===== src/rtl/uart_apb_if.sv =====
// APB3 slave bus bundle for uart_apb (zero wait-state, no error responses).
`timescale 1ns/1ps
interface uart_apb_if;
  logic        PSEL;
  logic        PENABLE;
  logic        PWRITE;
  logic [15:0] PADDR;
  logic [31:0] PWDATA;
  logic [31:0] PRDATA;
  logic        PREADY;
  logic        PSLVERR;

  modport master (output PSEL, PENABLE, PWRITE, PADDR, PWDATA,
                  input  PRDATA, PREADY, PSLVERR);
  modport slave  (input  PSEL, PENABLE, PWRITE, PADDR, PWDATA,
                  output PRDATA, PREADY, PSLVERR);
endinterface


===== src/rtl/uart_apb.sv =====
// uart_apb: APB UART with TX/RX FIFOs, prescaled oversampling baud generator,
// 5-9 data bits, parity, 1/2 stop bits, loopback, match flag, RX timeout, IRQ.
// Optional: UART_GLITCH_FILTER_EN adds a 3-sample majority RX filter (CTRL.GFEN).
`timescale 1ns/1ps

// Small circular FIFO; a flush clears it in one cycle and wins over push/pop.
module uart_apb_fifo #(parameter int FAW = 4, parameter int DW = 9) (
  input  logic          clk,
  input  logic          rst,
  input  logic          push,
  input  logic          pop,
  input  logic          flush,
  input  logic [DW-1:0] wdata,
  output logic [DW-1:0] rdata,
  output logic [FAW:0]  level,
  output logic          full,
  output logic          empty
);
  localparam logic [FAW:0] DEPTH = (FAW+1)'(1 << FAW);
  logic [DW-1:0]  mem_q [1<<FAW];
  logic [FAW-1:0] wptr_q, rptr_q;
  logic [FAW:0]   lvl_q;
  logic           do_push, do_pop;

  assign empty   = (lvl_q == '0);
  assign full    = (lvl_q == DEPTH);
  assign do_pop  = pop & ~empty;
  assign do_push = push & (~full | do_pop);
  assign rdata   = mem_q[rptr_q];
  assign level   = lvl_q;

  // storage write
  always_ff @(posedge clk)
    if (do_push && !flush) mem_q[wptr_q] <= wdata;

  // pointers and level; pointers wrap naturally at the depth
  always_ff @(posedge clk or posedge rst)
    if (rst) begin
      wptr_q <= '0; rptr_q <= '0; lvl_q <= '0;
    end else if (flush) begin
      wptr_q <= '0; rptr_q <= '0; lvl_q <= '0;
    end else begin
      if (do_push) wptr_q <= wptr_q + 1'b1;
      if (do_pop)  rptr_q <= rptr_q + 1'b1;
      lvl_q <= lvl_q + (FAW+1)'(do_push) - (FAW+1)'(do_pop);
    end
endmodule

module uart_apb #(parameter int FAW = 4, parameter int SC = 8) (
  input  logic      PCLK,
  input  logic      PRESET,
  uart_apb_if.slave apb,
  output logic      IRQ,
  input  logic      rx,
  output logic      tx
);
  localparam int TW = (SC > 1) ? $clog2(SC) : 1;
  localparam logic [TW-1:0] PH_LAST = TW'(SC-1);
  localparam logic [TW-1:0] PH_HALF = TW'(SC/2-1);
  localparam logic [15:0] A_RXDATA = 16'h000, A_TXDATA = 16'h004, A_PR    = 16'h008,
                          A_CTRL   = 16'h00C, A_CFG    = 16'h010, A_FCTRL = 16'h014,
                          A_FIFOS  = 16'h018, A_MATCH  = 16'h01C, A_IM    = 16'hF00,
                          A_MIS    = 16'hF04, A_RIS    = 16'hF08, A_IC    = 16'hF0C;

  typedef enum logic [2:0] {T_IDLE, T_START, T_DATA, T_PAR, T_STOP1, T_STOP2} tx_st_t;
  typedef enum logic [2:0] {R_IDLE, R_START, R_DATA, R_PAR, R_STOP} rx_st_t;

  function automatic logic par_bit(input logic [8:0] d, input logic [2:0] m);
    case (m)
      3'b001:  return ~^d;
      3'b010:  return ^d;
      3'b101:  return 1'b1;
      default: return 1'b0;
    endcase
  endfunction

  // ---------------- registers / bus ----------------
  logic [15:0] pr_q;
  logic [3:0]  ctrl_q;
  logic [13:0] cfg_q;
  logic [3:0]  txlt_q, rxlt_q;
  logic [8:0]  match_q, im_q, ris_q, ris_d, cond;
  logic        wr_en, rd_en, en, txen, rxen, lpen;
  logic [3:0]  wlen;
  logic [8:0]  mask;
  logic [2:0]  par;
  logic        par_en, stp2;
  logic [31:0] prdata;

  assign wr_en = apb.PSEL & apb.PENABLE & apb.PWRITE;
  assign rd_en = apb.PSEL & apb.PENABLE & ~apb.PWRITE;
  assign apb.PREADY  = 1'b1;
  assign apb.PSLVERR = 1'b0;
  assign {lpen, rxen, txen, en} = ctrl_q;
  assign stp2   = cfg_q[4];
  assign par    = cfg_q[7:5];
  assign par_en = (par == 3'b001) | (par == 3'b010) | (par == 3'b100) | (par == 3'b101);
  assign mask   = 9'h1FF >> (4'd9 - wlen);

  // word length clamped to the supported 5..9 range
  always_comb begin
    wlen = cfg_q[3:0];
    if (cfg_q[3:0] < 4'd5)      wlen = 4'd5;
    else if (cfg_q[3:0] > 4'd9) wlen = 4'd9;
  end

  // configuration register writes
  always_ff @(posedge PCLK or posedge PRESET)
    if (PRESET) begin
      pr_q <= '0; ctrl_q <= '0; cfg_q <= 14'h3F08;
      txlt_q <= '0; rxlt_q <= '0; match_q <= '0; im_q <= '0;
    end else if (wr_en) begin
      case (apb.PADDR)
        A_PR:    pr_q    <= apb.PWDATA[15:0];
        A_CTRL:  ctrl_q  <= apb.PWDATA[3:0];
        A_CFG:   cfg_q   <= apb.PWDATA[13:0];
        A_FCTRL: begin txlt_q <= apb.PWDATA[3:0]; rxlt_q <= apb.PWDATA[11:8]; end
        A_MATCH: match_q <= apb.PWDATA[8:0];
        A_IM:    im_q    <= apb.PWDATA[8:0];
        default: ;
      endcase
    end

  // ---------------- FIFOs ----------------
  logic [8:0]   tx_rdata, rx_rdata, rx_word;
  logic [FAW:0] tx_lvl, rx_lvl;
  logic         tx_full, tx_empty, rx_full, rx_empty, tx_pop, rx_pop, rx_done;

  assign rx_pop = rd_en & (apb.PADDR == A_RXDATA);

  uart_apb_fifo #(.FAW(FAW), .DW(9)) u_txf (
    .clk(PCLK), .rst(PRESET), .push(wr_en & (apb.PADDR == A_TXDATA)), .pop(tx_pop),
    .flush(wr_en & (apb.PADDR == A_FCTRL) & apb.PWDATA[16]), .wdata(apb.PWDATA[8:0]),
    .rdata(tx_rdata), .level(tx_lvl), .full(tx_full), .empty(tx_empty));

  uart_apb_fifo #(.FAW(FAW), .DW(9)) u_rxf (
    .clk(PCLK), .rst(PRESET), .push(rx_done), .pop(rx_pop),
    .flush(wr_en & (apb.PADDR == A_FCTRL) & apb.PWDATA[24]), .wdata(rx_word),
    .rdata(rx_rdata), .level(rx_lvl), .full(rx_full), .empty(rx_empty));

  // ---------------- baud tick ----------------
  logic [15:0] bcnt_q;
  logic        tick;
  assign tick = en && (bcnt_q >= pr_q);

  // free-running prescaler, held in reset while the UART is disabled
  always_ff @(posedge PCLK or posedge PRESET)
    if (PRESET)             bcnt_q <= '0;
    else if (!en || tick)   bcnt_q <= '0;
    else                    bcnt_q <= bcnt_q + 16'd1;

  // ---------------- transmitter ----------------
  tx_st_t        tx_st_q, tx_st_d;
  logic [TW-1:0] tx_ph_q, tx_ph_d;
  logic [3:0]    tx_bit_q, tx_bit_d;
  logic [8:0]    tx_sh_q, tx_sh_d;
  logic          tx_par_q, tx_par_d, tx_q, tx_d, tx_go, tx_end;

  assign tx_go  = en & txen;
  assign tx_end = tick && (tx_ph_q == PH_LAST);

  // TX next state; the serial output is registered from the next state
  always_comb begin
    tx_st_d = tx_st_q; tx_ph_d = tx_ph_q; tx_bit_d = tx_bit_q;
    tx_sh_d = tx_sh_q; tx_par_d = tx_par_q; tx_pop = 1'b0;
    if (tick) tx_ph_d = tx_end ? '0 : tx_ph_q + 1'b1;
    case (tx_st_q)
      T_IDLE: begin
        tx_ph_d = '0;
        if (tx_go && !tx_empty) begin
          tx_st_d  = T_START; tx_pop = 1'b1; tx_bit_d = '0;
          tx_sh_d  = tx_rdata & mask;
          tx_par_d = par_bit(tx_rdata & mask, par);
        end
      end
      T_START: if (tx_end) tx_st_d = T_DATA;
      T_DATA: if (tx_end) begin
        tx_sh_d  = tx_sh_q >> 1;
        tx_bit_d = tx_bit_q + 4'd1;
        if (tx_bit_q == wlen - 4'd1) tx_st_d = par_en ? T_PAR : T_STOP1;
      end
      T_PAR:   if (tx_end) tx_st_d = T_STOP1;
      T_STOP1: if (tx_end) tx_st_d = stp2 ? T_STOP2 : T_IDLE;
      T_STOP2: if (tx_end) tx_st_d = T_IDLE;
      default: tx_st_d = T_IDLE;
    endcase
    if (!tx_go) begin tx_st_d = T_IDLE; tx_ph_d = '0; end
    case (tx_st_d)
      T_START: tx_d = 1'b0;
      T_DATA:  tx_d = tx_sh_d[0];
      T_PAR:   tx_d = tx_par_d;
      default: tx_d = 1'b1;
    endcase
  end

  // TX state register
  always_ff @(posedge PCLK or posedge PRESET)
    if (PRESET) begin
      tx_st_q <= T_IDLE; tx_ph_q <= '0; tx_bit_q <= '0;
      tx_sh_q <= '0; tx_par_q <= 1'b0; tx_q <= 1'b1;
    end else begin
      tx_st_q <= tx_st_d; tx_ph_q <= tx_ph_d; tx_bit_q <= tx_bit_d;
      tx_sh_q <= tx_sh_d; tx_par_q <= tx_par_d; tx_q <= tx_d;
    end

  assign tx = tx_q;

  // ---------------- receiver input conditioning ----------------
  logic [1:0] sync_q;
  logic       rx_f, rx_prev_q;

  // loopback mux then two-flop synchronizer
  always_ff @(posedge PCLK or posedge PRESET)
    if (PRESET) sync_q <= 2'b11;
    else        sync_q <= {sync_q[0], lpen ? tx_q : rx};

`ifdef UART_GLITCH_FILTER_EN
  logic       gfen_q;
  logic [2:0] gf_q;
  // GFEN bit and the tick-sampled majority window
  always_ff @(posedge PCLK or posedge PRESET)
    if (PRESET) begin
      gfen_q <= 1'b0; gf_q <= 3'b111;
    end else begin
      if (wr_en && apb.PADDR == A_CTRL) gfen_q <= apb.PWDATA[4];
      if (tick) gf_q <= {gf_q[1:0], sync_q[1]};
    end
  assign rx_f = gfen_q ? ((gf_q[0] & gf_q[1]) | (gf_q[0] & gf_q[2]) | (gf_q[1] & gf_q[2]))
                       : sync_q[1];
`else
  logic gfen_q;
  assign gfen_q = 1'b0;
  assign rx_f   = sync_q[1];
`endif

  // ---------------- receiver ----------------
  rx_st_t        rx_st_q, rx_st_d;
  logic [TW-1:0] rx_ph_q, rx_ph_d;
  logic [3:0]    rx_bit_q, rx_bit_d;
  logic [8:0]    rx_sh_q, rx_sh_d;
  logic          rx_go, rx_mid, fe_evt, pre_evt;

  assign rx_go   = en & rxen;
  assign rx_mid  = tick && (rx_ph_q == PH_LAST);
  assign rx_word = rx_sh_q >> (4'd9 - wlen);

  // RX next state: start re-check at half bit, then one sample per bit
  always_comb begin
    rx_st_d = rx_st_q; rx_ph_d = rx_ph_q; rx_bit_d = rx_bit_q; rx_sh_d = rx_sh_q;
    rx_done = 1'b0; fe_evt = 1'b0; pre_evt = 1'b0;
    if (tick) rx_ph_d = rx_ph_q + 1'b1;
    case (rx_st_q)
      R_IDLE: begin
        rx_ph_d = '0;
        if (rx_prev_q && !rx_f) rx_st_d = R_START;
      end
      R_START: if (tick && rx_ph_q == PH_HALF) begin
        rx_ph_d = '0; rx_bit_d = '0;
        rx_st_d = rx_f ? R_IDLE : R_DATA;
      end
      R_DATA: if (rx_mid) begin
        rx_ph_d  = '0;
        rx_sh_d  = {rx_f, rx_sh_q[8:1]};
        rx_bit_d = rx_bit_q + 4'd1;
        if (rx_bit_q == wlen - 4'd1) rx_st_d = par_en ? R_PAR : R_STOP;
      end
      R_PAR: if (rx_mid) begin
        rx_ph_d = '0;
        pre_evt = (rx_f != par_bit(rx_word, par));
        rx_st_d = R_STOP;
      end
      R_STOP: if (rx_mid) begin
        rx_ph_d = '0; fe_evt = ~rx_f; rx_done = 1'b1; rx_st_d = R_IDLE;
      end
      default: rx_st_d = R_IDLE;
    endcase
    if (!rx_go) begin
      rx_st_d = R_IDLE; rx_ph_d = '0; rx_done = 1'b0; fe_evt = 1'b0; pre_evt = 1'b0;
    end
  end

  // RX state register
  always_ff @(posedge PCLK or posedge PRESET)
    if (PRESET) begin
      rx_st_q <= R_IDLE; rx_ph_q <= '0; rx_bit_q <= '0; rx_sh_q <= '0; rx_prev_q <= 1'b1;
    end else begin
      rx_st_q <= rx_st_d; rx_ph_q <= rx_ph_d; rx_bit_q <= rx_bit_d;
      rx_sh_q <= rx_sh_d; rx_prev_q <= rx_f;
    end

  // ---------------- RX timeout ----------------
  logic [6+TW-1:0] rto_q, rto_tgt;
  logic            rto_run;
  assign rto_tgt = (6+TW)'(cfg_q[13:8]) * (6+TW)'(SC);
  assign rto_run = (rx_st_q == R_IDLE) && rx_go && !rx_empty;

  // counts idle ticks while data waits in the RX FIFO, saturating at the target
  always_ff @(posedge PCLK or posedge PRESET)
    if (PRESET)                        rto_q <= '0;
    else if (!rto_run)                 rto_q <= '0;
    else if (tick && rto_q < rto_tgt)  rto_q <= rto_q + 1'b1;

  // ---------------- interrupts ----------------
  always_comb begin
    cond[0] = tx_empty;
    cond[1] = rx_full;
    cond[2] = tx_lvl < (FAW+1)'(txlt_q);
    cond[3] = rx_lvl > (FAW+1)'(rxlt_q);
    cond[4] = rx_done && (rx_word == match_q);
    cond[5] = fe_evt;
    cond[6] = pre_evt;
    cond[7] = rx_done && rx_full && !rx_pop;
    cond[8] = rto_run && (cfg_q[13:8] != 6'd0) && (rto_q >= rto_tgt);
    ris_d   = ris_q;
    if (wr_en && apb.PADDR == A_IC) ris_d = ris_q & ~apb.PWDATA[8:0];
    ris_d   = ris_d | cond;
  end

  // sticky raw status; a live condition beats a same-cycle clear
  always_ff @(posedge PCLK or posedge PRESET)
    if (PRESET) ris_q <= '0;
    else        ris_q <= ris_d;

  assign IRQ = |(ris_q & im_q);

  // ---------------- read mux ----------------
  always_comb begin
    prdata = '0;
    case (apb.PADDR)
      A_RXDATA: prdata[8:0]   = rx_empty ? 9'd0 : rx_rdata;
      A_PR:     prdata[15:0]  = pr_q;
      A_CTRL:   prdata[4:0]   = {gfen_q, ctrl_q};
      A_CFG:    prdata[13:0]  = cfg_q;
      A_FCTRL:  begin prdata[3:0] = txlt_q; prdata[11:8] = rxlt_q; end
      A_FIFOS:  begin prdata[FAW:0] = rx_lvl; prdata[8 +: FAW+1] = tx_lvl; end
      A_MATCH:  prdata[8:0]   = match_q;
      A_IM:     prdata[8:0]   = im_q;
      A_MIS:    prdata[8:0]   = ris_q & im_q;
      A_RIS:    prdata[8:0]   = ris_q;
      default:  prdata = '0;
    endcase
  end

  assign apb.PRDATA = prdata;
endmodule


===== src/flat_wrapper.sv =====
// flat-port wrapper written by rule: the top's interface ports become plain ports
module uart_apb_flat 
#(parameter int FAW = 4, parameter int SC = 8)
  (PCLK, PRESET, IRQ, rx, tx, apb_PSEL, apb_PENABLE, apb_PWRITE, apb_PADDR, apb_PWDATA, apb_PRDATA, apb_PREADY, apb_PSLVERR);
  uart_apb_if apb_i ();
  input  logic PCLK;
  input  logic PRESET;
  output logic IRQ;
  input  logic rx;
  output logic tx;
  input wire logic [$bits(apb_i.PSEL)-1:0] apb_PSEL;
  input wire logic [$bits(apb_i.PENABLE)-1:0] apb_PENABLE;
  input wire logic [$bits(apb_i.PWRITE)-1:0] apb_PWRITE;
  input wire logic [$bits(apb_i.PADDR)-1:0] apb_PADDR;
  input wire logic [$bits(apb_i.PWDATA)-1:0] apb_PWDATA;
  output wire logic [$bits(apb_i.PRDATA)-1:0] apb_PRDATA;
  output wire logic [$bits(apb_i.PREADY)-1:0] apb_PREADY;
  output wire logic [$bits(apb_i.PSLVERR)-1:0] apb_PSLVERR;
  assign apb_i.PSEL = apb_PSEL;
  assign apb_i.PENABLE = apb_PENABLE;
  assign apb_i.PWRITE = apb_PWRITE;
  assign apb_i.PADDR = apb_PADDR;
  assign apb_i.PWDATA = apb_PWDATA;
  assign apb_PRDATA = apb_i.PRDATA;
  assign apb_PREADY = apb_i.PREADY;
  assign apb_PSLVERR = apb_i.PSLVERR;
  uart_apb #(.FAW(FAW), .SC(SC)) u_core (.PCLK(PCLK), .PRESET(PRESET), .apb(apb_i), .IRQ(IRQ), .rx(rx), .tx(tx));
endmodule

===== config.mk =====
export PLATFORM = sky130hd
export DESIGN_NAME = uart_apb_flat
export DESIGN_NICKNAME = d
export VERILOG_FILES = /design/src/rtl/uart_apb_if.sv /design/src/rtl/uart_apb.sv /design/src/flat_wrapper.sv
export SDC_FILE = /design/constraint.sdc
export NUM_CORES = 1
export LEC_CHECK = 0
export ABC_AREA = 0
export BUFFER_PORTS_ARGS = -buffer_cell sky130_fd_sc_hd__buf_2
export CAP_MARGIN = 20
export CORE_ASPECT_RATIO = 0.8
export CORE_MARGIN = 2
export CORE_UTILIZATION = 32
export DETAILED_ROUTE_END_ITERATION = 7
export GPL_TIMING_DRIVEN = 0
export PLACE_DENSITY = 0.48
export SYNTH_ARGS = -nofsm -noshare
export SYNTH_HDL_FRONTEND = slang
export SYNTH_HIERARCHICAL = 1
export SYNTH_SLANG_ARGS = --single-unit

===== constraint.sdc =====
create_clock -name PCLK -period 12.7 [get_ports PCLK]
set_input_delay 2.54 -clock PCLK [delete_from_list [all_inputs] [get_ports PCLK]]
set_output_delay 2.54 -clock PCLK [all_outputs]
set_load 0.02 [all_outputs]

==> results by group, run 1 <==
Outcome
  • Status: finished clean

Timing
  • Layout Skew: 42.8 ps
  • Slew margin rel.: between 20 and 25%
  • Worst-margin pin slew: 1150 ps
  • Final setup viols: 0
  • Setup tns final: 0 ps
  • Crit share post-route: between 60% and 70%
  • Final hold violations: 0
  • Crit path time final: 7990 ps
  • Fmax: 0.125 GHz
  • Final slew viol count: 0
  • RSZ-0062 raised after global routing: no

Power
  • Pwr dens: about 130 nW/um2
  • Final Power: 3.18 mW
  • Leakage: around 10 nW
  • VDD IR-drop max: 0.0900 mV

Floorplanning
  • Num rows: 85
  • CORE AREA: 67400 um2
  • Ports: 90
  • Initial Utilization: between 30% and 40%
  • Die area: ~70000 um2
  • Die Span X: 296 um
  • Die height: about 240 um

Worst setup path
  • Cell Chain, Critical Path: buf_2, or4_1, nor3_1, nand2b_1, clkbuf_1, nor3_1, a22oi_1, nand4_1, buf_2
  • CP required: ~10000 ps
  • Slowest CP cell: nor3_1
  • Crit path DAT: approximately 5500 ps
  • Kind of cell adding the most delay to the critical path: simple AND/OR/NAND/NOR gates
  • Worst Path Buf+Inv: 3
  • Kind of critical path: primary input to output pin
  • Critical path peak fanout: 9
  • Flop2flop setup slack: 7530 ps
  • Crit-path max cell delay: 970 ps
  • Critical Path Start Type: primary input
  • Crit end category: output pin

Placed design
  • I/O Buffers: 57
  • Post-DP HPWL: 43.1 mm
  • GPL Wtd Cong: 0.842

Synth
  • Ys Warns: 6
  • Mapped Avg Cell Area: around 13 um2
  • Synthesized cell area: 21800 um2
  • Post-Syn Instances: between 1500 and 2000

Detailed routing
  • DRC Markers: 0
  • Post-Route WL: 60.7 mm
  • Drt first pass iters: 6
  • Mean routed wirelength per cell: 21.9 um
  • DRT antenna net count: 0
  • Via count: 14500
  • DRT iter0 DRCs: around 1400
  • Vias/cell: 5.21

Clock network
  • Clk_lat worst skew: 610 ps
  • Cts-stage hold buffer count: 0
  • H-tree lvl count: 2
  • CTS clk-pin slew, worst paths: 60 ps
  • TritonCTS clock tree: done
  • Root buffer cell: clkbuf_16
  • Clock Path Buffers: 3
  • Cts bufs inserted: 48
  • Post_cts resized: 0
  • Post-CTS Repair Setup Buffers: 0
  • Sink Count: approximately 450

Job
  • Max_cap viols: 0

Cells and area
  • Area grow syn2layout: 15.8%
  • Fill count: 6530
  • Fin util: 37.5%
  • Nets@finish: about 1900
  • Fraction of layout cells with a size suffix above 1: between 10% and 20%
  • Diodes inserted: 0
  • Commonest non-fill, non-tap cell in the layout: edfxtp_1
  • Commonest non-fill, non-tap cells in the layout: edfxtp_1 (288), dfrtp_1 (152), nor2_1 (121)

GRT
  • Global-route wire length before repair: between 90 and 100 mm
  • Met2 Track Usage GR: 24.6%
  • Gr ovfl total: 0
  • Largest net degree at the start of global routing: 88
  • Met3 Usage GRT: 2.80%
  • GR Util All Layers: about 17%
  • Vias in the first global route: 14000
  • Initial antenna violation count: 2
  • GRT Max-Usage Layer: met1
  • Met1 GRT Util: between 20 and 30%

Worst hold path
  • Hold WC Path Type: flop to flop
==> power by group <==
group	switching, mW	internal [mW]	total [mW]
clock	0.611	0.874	1.49
sequential	0.0268	1.57	1.60
combinational	0.0629	0.0385	0.101
==> path summary, 6_finish.rpt <==
check	end	cells after the start	startpoint
worst min-delay path	u_core/sync_q[1]	0	u_core/sync_q[0]
worst max register to register	u_core/u_rxf/mem_q[15][2]	13	u_core/cfg_q[3]
worst min register to register	u_core/sync_q[1]	0	u_core/sync_q[0]
min in group asynchronous	u_core/im_q[4]	2	PRESET
worst max-delay path	apb_PRDATA[3]	9	apb_PADDR[12]
max in group asynchronous	u_core/sync_q[1]	3	PRESET
==> per-layer routing <==
metal | vias up | part of all wire, %
met5 | - | 0
met4 | 0 | 2.4
met2 | 466 | 42
met3 | 90 | 6.1
met1 | 7285 | 49
li1 | 6617 | -
==> layout make-up <==
| class | count | area (um2) | share of cell area [%] |
|---|---|---|---|
| buffer | 99 | 586 | 2.32 |
| timing repair buffer | 78 | 490 | 1.94 |
| multi-input combinational | 1070 | 8360 | 33.1 |
| inverter | 74 | 283 | 1.12 |
| tap | 913 | 1140 | 4.52 |
| clock buffer | 64 | 1300 | 5.15 |
| clock inverter | 26 | 375 | 1.49 |
| sequential | 451 | 12700 | 50.4 |
==> per-stage QoR <==
step                area, um2  hold WS [ps]  setup slack [ps]  std cells
finish                  25300           357              4710       2775
floorplan               21900           345              5590       1694
detailed placement      23600           349              4760       2685
global placement        23300           349              4420       2664
global route            25300           361              4540       2775
CTS                     25300           358              4740       2775
==> registers in the layout, summed over array words and instances (netlist names), 14 cells and up <==
name / cells
u_core/u_rxf/mem_q: 144
u_core/u_txf/mem_q: 144
u_core/bcnt_q: 16
u_core/pr_q: 16
u_core/cfg_q: 14
Power figures use the tool's default switching activity.
==> inputs of run 2 (changes only) <==
- ABC_AREA: 0 -> 1
- PLACE_DENSITY: 0.48 -> 0.49
- clock period: 12.7 -> 6.68 ns (I/O delays scaled with it)
==> run 2 against run 1 <==
Critical path depth increased by 1. Cell count increased by 31%. Core utilization decreased by 0.68 points. First-iteration DRC count increased by 12%. Global-route usage increased by 1.1 points. Sequential power increased by 87%. Die area increased by 3.8%. Clock skew decreased by 6.3 ps. Critical endpoint is now apb_PRDATA[7].
==> results by group, run 2 <==
Floorplanning
  • Die area: 73000 um2
  • Die height: approximately 240 um
  • Die Span X: 302 um
  • Ports: 90
  • Num rows: 87
  • Initial Utilization: 32.2%
  • CORE AREA: around 70000 um2

Timing
  • Final setup viols: 0
  • Crit path time final: ~5600 ps
  • RSZ-0062 raised after global routing: no
  • Slew margin rel.: 24.4%
  • Fmax: ~0.18 GHz
  • Layout Skew: 36.4 ps
  • Crit share post-route: 83.6%
  • Hold_ws: 363 ps
  • Worst-margin pin slew: 1130 ps
  • Final slew viol count: 0
  • Final hold violations: 0

Cells and area
  • Area grow syn2layout: 14.2%
  • Fraction of layout cells with a size suffix above 1: 10.4%
  • Final instance area: 25900 um2
  • Largest regs: u_core/u_rxf/mem_q: 144 flops, u_core/u_txf/mem_q: 144 flops
  • Commonest non-fill, non-tap cells in the layout: nand2_1 (780), inv_1 (305), edfxtp_1 (288)
  • Nets@finish: roughly 2800
  • Final Non-Filler Cells: approximately 3600
  • Fin util: 36.8%
  • Fill count: 7187
  • Commonest non-fill, non-tap cell in the layout: nand2_1

Worst setup path
  • Crit end category: output pin
  • Flop2flop setup slack: 2440 ps
  • Worst Setup EP: apb_PRDATA[7]
  • CP required: approximately 5300 ps
  • Reg2reg start: u_core/pr_q[3]
  • R2r worst-path depth: 17
  • Crit path DAT: 4250 ps
  • CP Launch Point: apb_PADDR[13]
  • Critical Path Start Type: primary input
  • R2R Path End: u_core/u_rxf/mem_q[9][5]
  • Critical path peak fanout: 10
  • Kind of critical path: primary input to output pin

Power
  • VDD IR-drop max: between 0.15 and 0.2 mV
  • Final Power: 5.92 mW
  • Pwr dens: 229 nW/um2
  • Leakage: 11.3 nW

Detailed routing
  • DRT iter0 DRCs: 1523
  • Mean routed wirelength per cell: about 18 um
  • DRT antenna net count: 0
  • Vias/cell: slightly below 5
  • DRC Markers: 0
  • Post-Route WL: ~67 mm
  • Drt first pass iters: 5
  • Via count: 17700

Worst hold path
  • Hold WC Path Type: flop to flop

Clock network
  • Post-CTS Repair Setup Buffers: 0
  • Clk_lat worst skew: 610 ps
  • Post_cts resized: 0
  • H-tree lvl count: 2
  • Cts-stage hold buffer count: 0
  • CTS clk-pin slew, worst paths: 60 ps
  • Clock Path Buffers: 3
  • Cts bufs inserted: 50
  • TritonCTS clock tree: done
  • Sink Count: 451
  • Root buffer cell: clkbuf_16

Synth
  • Synthesized cell area: 22700 um2
  • Mapped Avg Cell Area: between 8 and 9 um2
  • Post-Syn Instances: 2541
  • Ys Warns: 6

GRT
  • Global-route wire length before repair: 103 mm
  • Largest net degree at the start of global routing: 81
  • Gr ovfl total: 0
  • Vias in the first global route: 17100
  • GR Util All Layers: 18.4%
  • Initial antenna violation count: 1

Placed design
  • I/O Buffers: 57
  • Post-DP HPWL: between 40 and 50 mm
  • Placed Cells: 3550
  • GPL Wtd Cong: between 0.8 and 0.9
  • Post-DP Area: 24200 um2

Job
  • Max_cap viols: 0

Outcome
  • Status: finished clean
run 2: final cells by class:
class                   count  area (um2)  area share [%]
diodes                      1        2.50         0.00967
plain buffers              91         509            1.97
clock buffers              66        1370            5.30
clock inverters            28         285            1.10
inverters                 329        1240            4.79
multi-input cells        1686        8250            31.9
flip-flops and latches    451       12700            49.2
well taps                 934        1170            4.51
repair buffers             59         320            1.24
run 2: stage by stage:
| stage | setup slack, ps | setup TNS, ps |
|---|---|---|
| after floorplan | 1690 | 0 |
| after global placement | -229 | -27520 |
| after detailed placement | 1140 | 0 |
| after CTS | 1140 | 0 |
| after global routing | 937 | 0 |
| final | 1100 | 0 |
run 2: report_power, final:
part | total, mW | switching, mW | internal [mW]
registers | 2.99 | 0.0210 | 2.97
clock network | 2.77 | 1.17 | 1.61
logic | 0.157 | 0.110 | 0.0469
run 2: worst min-delay path by stage:
stage / start / to / slack [ps] / depth (start not counted)
finish: u_core/sync_q[0] / u_core/sync_q[1] / 360 / 0
floorplan: u_core/sync_q[0] / u_core/sync_q[1] / 350 / 0
detailed placement: u_core/sync_q[0] / u_core/sync_q[1] / 350 / 0
global route: u_core/sync_q[0] / u_core/sync_q[1] / 360 / 0
global placement: u_core/sync_q[0] / u_core/sync_q[1] / 350 / 0
CTS: u_core/sync_q[0] / u_core/sync_q[1] / 360 / 0
run 2: per-layer routing:
layer	routed length, um	vias to the layer above	global-route usage, %
met5	0	-	0
met2	28700	493	27.2
met3	4070	94	2.63
met4	1260	0	3.93
met1	33400	8499	28.5
li1	-	8578	-
run 2: worst max-delay path: stages:
cell and delay, ps:
buf_2 90, nor4_1 370, nand4_1 270, nor2_1 270
inv_1 80, nor2_1 450, clkinv_1 530, o22ai_1 440
a2111o_1 220, buf_2 190
